--- config.mk ---
export PLATFORM = sky130hd
export DESIGN_NAME = median_window_sequencer
export DESIGN_NICKNAME = d
export VERILOG_FILES = /design/src/rtl/median_window_sequencer.sv
export SDC_FILE = /design/constraint.sdc
export NUM_CORES = 1
export LEC_CHECK = 0
export CAP_MARGIN = 10
export CORE_ASPECT_RATIO = 1.25
export CORE_MARGIN = 2
export CORE_UTILIZATION = 38
export CTS_BUF_LIST = sky130_fd_sc_hd__clkbuf_8
export DETAILED_ROUTE_END_ITERATION = 12
export PLACE_DENSITY_LB_ADDON = 0.25
export RECOVER_POWER = 25
export SLEW_MARGIN = 20
export SYNTH_ARGS = -nofsm -noshare
export SYNTH_HDL_FRONTEND = slang
export SYNTH_SLANG_ARGS = --single-unit
--- constraint.sdc ---
create_clock -name clk_i -period 4.7 [get_ports clk_i]
set_clock_uncertainty 0.2 [all_clocks]
set_input_delay 0.94 -clock clk_i [delete_from_list [all_inputs] [get_ports clk_i]]
set_output_delay 0.94 -clock clk_i [all_outputs]
set_load 0.005 [all_outputs]
--- src/rtl/median_window_sequencer.sv ---
// Read-side sequencer for the 3x3 median filter: walks every interior window of a
// WIDTHxHEIGHT frame, gathers its 9 pixels from the RAM and presents them over valid/ready.
module median_window_sequencer #(
    parameter int WIDTH  = 320,
    parameter int HEIGHT = 240,
    parameter int ADDR_W = 17,
    parameter int RD_LAT = 1
) (
    input  logic              clk_i,
    input  logic              rst_i,
    input  logic              start_i,
    output logic              busy_o,
    output logic              done_o,
    output logic              ram_en_o,
    output logic [ADDR_W-1:0] ram_addr_o,
    input  logic [7:0]        ram_data_i,
    output logic              win_valid_o,
    input  logic              win_ready_i,
    output logic [71:0]       win_data_o,
    output logic [ADDR_W-1:0] win_addr_o,
    output logic              win_last_o
);

    localparam int COL_W = $clog2(WIDTH);
    localparam int ROW_W = $clog2(HEIGHT);
    localparam logic [COL_W-1:0]  COL_LAST = COL_W'(WIDTH - 3);
    localparam logic [ROW_W-1:0]  ROW_LAST = ROW_W'(HEIGHT - 3);
    localparam logic [ADDR_W-1:0] W1_A     = ADDR_W'(WIDTH);
    localparam logic [ADDR_W-1:0] W2_A     = ADDR_W'(2 * WIDTH);
    localparam logic [ADDR_W-1:0] CTR_OFF  = ADDR_W'(WIDTH + 1);
    localparam logic [3:0]        DRAIN_END = 4'(RD_LAT - 1);

    typedef enum logic [2:0] {
        S_IDLE,
        S_FETCH,
        S_DRAIN,
        S_PRESENT,
        S_DONE
    } state_t;

    state_t             state_q, state_d;
    logic [3:0]         cnt_q;
    logic [ADDR_W-1:0]  base_q;
    logic [COL_W-1:0]   col_q;
    logic [ROW_W-1:0]   row_q;
    logic               last_win;
    logic               drain_end;
    logic [RD_LAT-1:0]  rd_vld_p;
    logic [3:0]         rd_idx_p [RD_LAT];

    // Offset of tap k (row-major) from the window's top-left pixel.
    function automatic logic [ADDR_W-1:0] tap_offset(input logic [3:0] k);
        case (k)
            4'd1:    tap_offset = ADDR_W'(1);
            4'd2:    tap_offset = ADDR_W'(2);
            4'd3:    tap_offset = W1_A;
            4'd4:    tap_offset = W1_A + ADDR_W'(1);
            4'd5:    tap_offset = W1_A + ADDR_W'(2);
            4'd6:    tap_offset = W2_A;
            4'd7:    tap_offset = W2_A + ADDR_W'(1);
            4'd8:    tap_offset = W2_A + ADDR_W'(2);
            default: tap_offset = '0;
        endcase
    endfunction

    assign last_win  = (row_q == ROW_LAST) && (col_q == COL_LAST);
    assign drain_end = (cnt_q == DRAIN_END);

    always_ff @(posedge clk_i or posedge rst_i) begin
        if (rst_i) state_q <= S_IDLE;
        else       state_q <= state_d;
    end

    always_comb begin
        state_d     = state_q;
        busy_o      = 1'b0;
        done_o      = 1'b0;
        ram_en_o    = 1'b0;
        ram_addr_o  = '0;
        win_valid_o = 1'b0;
        win_last_o  = 1'b0;
        case (state_q)
            S_IDLE: begin
                if (start_i) state_d = S_FETCH;
            end
            S_FETCH: begin
                busy_o     = 1'b1;
                ram_en_o   = 1'b1;
                ram_addr_o = base_q + tap_offset(cnt_q);
                if (cnt_q == 4'd8) state_d = S_DRAIN;
            end
            S_DRAIN: begin
                busy_o = 1'b1;
                if (drain_end) state_d = S_PRESENT;
            end
            S_PRESENT: begin
                busy_o      = 1'b1;
                win_valid_o = 1'b1;
                win_last_o  = last_win;
                if (win_ready_i) state_d = last_win ? S_DONE : S_FETCH;
            end
            S_DONE: begin
                done_o  = 1'b1;
                state_d = S_IDLE;
            end
            default: state_d = S_IDLE;
        endcase
    end

    // Window position: base tracks row*WIDTH+col so no multiplier is needed.
    always_ff @(posedge clk_i or posedge rst_i) begin
        if (rst_i) begin
            cnt_q      <= '0;
            base_q     <= '0;
            col_q      <= '0;
            row_q      <= '0;
            win_addr_o <= '0;
        end else begin
            case (state_q)
                S_IDLE: begin
                    cnt_q <= '0;
                    if (start_i) begin
                        base_q <= '0;
                        col_q  <= '0;
                        row_q  <= '0;
                    end
                end
                S_FETCH: cnt_q <= (cnt_q == 4'd8) ? 4'd0 : cnt_q + 4'd1;
                S_DRAIN: begin
                    if (drain_end) begin
                        cnt_q      <= '0;
                        win_addr_o <= base_q + CTR_OFF;
                    end else begin
                        cnt_q <= cnt_q + 4'd1;
                    end
                end
                S_PRESENT: begin
                    if (win_ready_i && !last_win) begin
                        if (col_q == COL_LAST) begin
                            col_q  <= '0;
                            row_q  <= row_q + ROW_W'(1);
                            base_q <= base_q + ADDR_W'(3);
                        end else begin
                            col_q  <= col_q + COL_W'(1);
                            base_q <= base_q + ADDR_W'(1);
                        end
                    end
                end
                default: cnt_q <= '0;
            endcase
        end
    end

    // Read pipe: p0 is one cycle after the address, last stage lines up with ram_data_i.
    always_ff @(posedge clk_i or posedge rst_i) begin
        if (rst_i) begin
            rd_vld_p <= '0;
        end else begin
            rd_vld_p[0] <= ram_en_o;
            for (int i = 1; i < RD_LAT; i++) rd_vld_p[i] <= rd_vld_p[i-1];
        end
    end

    always_ff @(posedge clk_i) begin
        rd_idx_p[0] <= cnt_q;
        for (int i = 1; i < RD_LAT; i++) rd_idx_p[i] <= rd_idx_p[i-1];
    end

    always_ff @(posedge clk_i or posedge rst_i) begin
        if (rst_i) begin
            win_data_o <= '0;
        end else if (rd_vld_p[RD_LAT-1]) begin
            win_data_o[8*int'(rd_idx_p[RD_LAT-1]) +: 8] <= ram_data_i;
        end
    end

endmodule
# Word-level counts from Yosys, hierarchy flattened
# Memories as Yosys holds them, arrays and structs flattened.
# Cells that the tools add are included.
[word_totals]
ff_bits = 131
latchBits = 0
ramBits = 4
mem_bits_ro = 96
input_bits = 12
out_inout_bits = 111
word_cells = 73
mem_count = 2
[op_classes]
add_sub_neg = 8
n_mul = 0
n_div = 0
magnitude_cmp = 0
eq_ne = 13
shift = 2
mux = 29
bitwise = 0
n_reduce_logical = 11
[memory_table]
columns = ["memory", "words", "word_bits", "rd", "rd_clocked_by_memory_dff", "wr", "line", "source"]
rows = [
  ["(name not given)", 16, 6, 1, 0, 0, "53", "case (k)"],
  ["rd_idx_p", 1, 4, 1, 0, 1, "49", "logic [3:0] rd_idx_p [RD_LAT];"],
]
[op_table]
columns = ["op", "n"]
rows = [
  ["two-way mux 17 bit", 5],
  ["bitwise mux 72 bit", 1],
  ["variable shift 8 x 33 -> 72 bit, first input constant", 1],
  ["indexed part select 8 x 33 -> 72 bit", 1],
  ["case mux 17 bit (2 select lines)", 1],
  ["negator 7 -> 33 bit", 1],
  ["two-way mux 9 bit", 3],
  ["two-way mux 8 bit", 3],
  ["case mux 9 bit (2 select lines)", 1],
  ["adder 17 x 1 -> 17 bit, second input constant", 1],
  ["adder 17 bit", 1],
  ["adder 17 x 2 -> 17 bit, second input constant", 1],
  ["adder 17 x 9 -> 17 bit, second input constant", 1],
  ["case mux 8 bit (2 select lines)", 1],
  ["two-way mux 3 bit", 5],
  ["!= test 2 bit, second input constant", 6],
  ["case mux 3 bit (4 select lines)", 1],
  ["case mux 4 bit (3 select lines)", 1],
  ["adder 9 x 1 -> 9 bit, second input constant", 1],
  ["== test 9 bit, second input constant", 1],
  ["adder 8 x 1 -> 8 bit, second input constant", 1],
  ["== test 8 bit, second input constant", 1],
  ["two-way mux 4 bit", 2],
  ["AND reduction 4 bit", 2],
  ["14 further kinds", 20],
]

# Longest topological paths before layout
[depth]
ltp_word = 6
mapped_depth = 13
depth_no_buf = 12

# Least setup slack after synthesis
# No wires, ideal clock.
[synth_path]
kind = "reg2out"
from = "reg cnt_q[0]"
to = "out ram_addr_o[14]"
arrival_ns = 2.836
required_time_ns = 3.560
setup_slack_ns = 0.724
path_stages_with_launch = 12
path_buffers = 0
cell_sequence = "dfrtp_1 > inv_1 > ha_1 > a211oi_1 > ha_1 > inv_1 > fa_1 > nor3b_1 > nand4_1 > o211ai_1 > a21oi_1 > a211oi_1"
[synth_via]
elab_chain_cells = 4
[synth_rtl]
columns = ["item", "line", "source"]
rows = [
  ["start: declaration", "42", "logic [3:0] cnt_q;"],
  ["start signal: assignment", "128", "S_FETCH: cnt_q <= (cnt_q == 4'd8) ? 4'd0 : cnt_q + 4'd1;"],
  ["start signal: assignment", "134", "cnt_q <= cnt_q + 4'd1;"],
  ["memory read (16 x 6 bit)", "--", ""],
  ["two-way mux 17 bit", "82", "case (state_q)"],
  ["adder 17 bit", "89", "ram_addr_o = base_q + tap_offset(cnt_q);"],
  ["two-way mux 17 bit", "82", ""],
  ["end: declaration", "15", "output logic [ADDR_W-1:0] ram_addr_o,"],
]
# No other way between the ends. The select of a mux whose other input is x is not followed.

# Worst setup path in the final report
[layout_path]
from = "reg cnt_q[1]"
to = "out ram_addr_o[16]"
# Same word-level chain as after synthesis.

==> impl_metrics.json <==
{
  "drive_gt1_share_pct": 17.1,
  "cell_internal_pwr_uw": 2780,
  "cts.sinks": 135,
  "num_rows": 54,
  "syn-num-nets": 724,
  "p_comb_share_pct": 38.2,
  "io_buffer_count": 122,
  "numCtsBuffers": 17,
  "die_w_um": 124,
  "swShare_pct": 34.9,
  "n_fill_cell": 1609,
  "start_kind": "flip-flop",
  "status": "finished with violations",
  "cts_hold_buf": 0,
  "area_growth_pct": 30.1,
  "finalHoldViolCount": 0,
  "fmax_mhz": 215,
  "routed_wl_um": 17700,
  "syn_inst": 694,
  "grt_pass1_vias": 5357,
  "seq_area_frac_synth_pct": 49.0,
  "place_congestion": 0.870,
  "multi_input_area_mm2": 0.00335,
  "final_common_cell": "dfrtp_1",
  "grt_pass1_wl_um": 28000,
  "die_y_um": 154,
  "leakage_uw": 0.00390,
  "worst_ep_arrival_time_ns": 3.51,
  "p_per_area_mw_per_mm2": 480,
  "h-tree-depth": 4,
  "async_flop_share_pct": 97.0,
  "violations": "max-capacitance violations, max-slew violations",
  "seq_area_mm2": 0.00336,
  "worst_pin_slew_ns": 2.76,
  "post-route-min-period_ns": 4.65,
  "dieArea_mm2": 0.0191,
  "dr.pass1.iters": 5,
  "post_synth.cell_area_avg_um2": 9.87,
  "start_util_pct": 39.0,
  "path_class": "flip-flop to primary output",
  "clkLatencyLatePin_ns": 0.44,
  "grt_max_degree": 73,
  "fin_crit_sh_pct": 98.9,
  "place_ws_ns": 0.0997,
  "setup_ws_ns": 0.0511,
  "setup-violations-final": 0,
  "yosysWarningCount": 0,
  "path_max_fanout": 5,
  "cts_tree": "built",
  "vias": 5550,
  "ant_nets": 0,
  "synth_cell_types": 58,
  "drt_iter0_markers": 350,
  "synth_edf_count": 0,
  "slew_viol_final": 60,
  "maxSlewHeadroom_pct": -85.3,
  "grt_usage_pct": 18.8,
  "drc": 0,
  "seqPwrFrac_pct": 39.6,
  "critical_path_required_ns": 3.56,
  "nets": 846,
  "synth-seq-cells": 135,
  "clockBufferDepth": 2,
  "synth_area_mm2": 0.00685,
  "drt-wirelength-per-cell_um": 16.8,
  "n_antenna_cell": 0,
  "io_pins": 123,
  "dp_hpwl_um": 12700,
  "utilization_pct": 50.8,
  "critPathCaptureType": "primary output",
  "p_sw_uw": 1490,
  "vdd_drop_max_mv": 0.229,
  "core_area_mm2": 0.0176,
  "vias_per_cell": 5.27,
  "clockPowerShare_pct": 22.2,
  "grt_overflow": 0,
  "holdCritPathClass": "flip-flop to flip-flop",
  "layout_common_cells": "129 x dfrtp_1, 111 x clkdlybuf4s50_1, 82 x nand2_1, 60 x nor2_1, 56 x o21ai_0",
  "cts_root_buffer": "clkbuf_8",
  "clkTransAtPathRegs_ns": 0.08,
  "yosys_most_used_dff": "dfrtp_1",
  "grt_antenna_before_repair": 0,
  "cap_violations": 1
}
## layer usage
layer	part of all wire [%]	up-vias	global-route usage (%)
li1	-	2630	-
met1	42	2726	22.4
met3	4.9	26	4.15
met2	51	168	32.3
met5	0	-	0
met4	2.0	0	7.60
## final cells by class
class	instances	share of cell area, %
sequential	135	37.7
multi-input combinational	488	37.5
timing repair buffer	146	16.0
tap	224	3.14
clock buffer	17	2.62
clock inverter	15	1.75
inverter	28	1.22
## final timing paths
path | from | endpoint | slack [ns] | cells after the start
max | cnt_q[1]$_DFFE_PP0N_ | ram_addr_o[16] | 0.05 | 17
min | cnt_q[1]$_DFFE_PP0N_ | rd_idx_p[0][1]$_DFF_P_ | 0.28 | 0
max reg2reg | rd_idx_p[0][0]$_DFF_P_ | win_data_o[0]$_DFFE_PP0P_ | 1.82 | 6
min reg2reg | cnt_q[1]$_DFFE_PP0N_ | rd_idx_p[0][1]$_DFF_P_ | 0.28 | 0
max in group asynchronous | rst_i | cnt_q[1]$_DFFE_PP0N_ | 1.37 | 2
min in group asynchronous | rst_i | win_addr_o[12]$_DFFE_PP0P_ | 1.52 | 2
## registers in the layout, indices dropped and copies added (netlist names)
register	count
rd_vld_p	1
rd_idx_p	4
row_q	8
cnt_q	4
col_q	9
base_q	17
state_q	3
win_addr_o	17
win_data_o	72
## power groups by stage
stage / combinational, uW / sequential [uW] / clock, uW
final: 1630 / 1690 / 950
after global placement: 1510 / 1700 / 0
after detailed placement: 1540 / 1720 / 0
after global routing: 1810 / 1730 / 1030
after floorplan: 840 / 1630 / 0
after CTS: 1590 / 1690 / 975
## kinds of logic (layout without fill, tap and decap cells)
kind of cell	after synthesis	in the layout	share of synthesized area, %
compound gates	112	112	10.1
buf+inv	71	206	4.11
xor+xnor	51	51	6.52
fa+ha+maj	19	19	3.65
flops	135	135	49.0
simple gates	252	252	17.8
mux	54	54	8.84
## cell usage after synthesis (4+ instances only)
cell	number	area share [%]
clkbuf_1	29	1.6
nor3_1	10	0.73
buf_2	12	0.88
o21ai_0	57	4.2
nor2b_1	6	0.55
nand4_1	14	1.3
a21oi_1	14	1.0
o211ai_1	5	0.55
o22ai_1	4	0.37
inv_1	28	1.5
ha_1	16	2.9
mux2_2	52	8.5
xnor2_1	23	2.9
or2_2	4	0.37
nand2_1	82	4.5
nand3_1	34	2.5
nand2b_1	8	0.73
nor2_1	60	3.3
xor2_1	28	3.6
dfxtp_1	4	1.2
and3_1	12	1.1
dfrtp_1	131	48
a211oi_1	4	0.44
## through the flow
step | hold slack, ns | power, uW | area, um2 | cells | TNS, ns
5_1_grt | 0.285 | 4570 | 8920 | 1053 | -0.158
3_5_place_dp | 0.271 | 3250 | 8270 | 1006 | 0
4_1_cts | 0.261 | 4250 | 8740 | 1042 | 0
2_1_floorplan | 0.142 | 2470 | 6850 | 694 | 0
3_3_place_gp | 0.261 | 3200 | 8270 | 1006 | 0
6_report | 0.275 | 4280 | 8920 | 1053 | 0
## worst max-delay path, cell delays in order, from the launching register on
cell and delay, ns:
dfrtp_2 0.45, inv_4 0.10, ha_4 0.15, nor2_1 0.06
a211oi_2 0.24, ha_2 0.22, inv_1 0.06, fa_2 0.41
nor3b_2 0.26, nand4_1 0.13, o211ai_1 0.17, buf_4 0.17
buf_4 0.11, buf_4 0.10, buf_4 0.10, nand3_1 0.06
a21oi_1 0.13, buf_2 0.14
## repair_timing
action | 4_1_cts | 5_1_grt
pin swaps | 2 | 11
resized for setup | 14 | 28
buffers inserted | 4 | 11
setup endpoints to repair | 11 | 10
No activity file was read; power rests on OpenSTA's default activity.
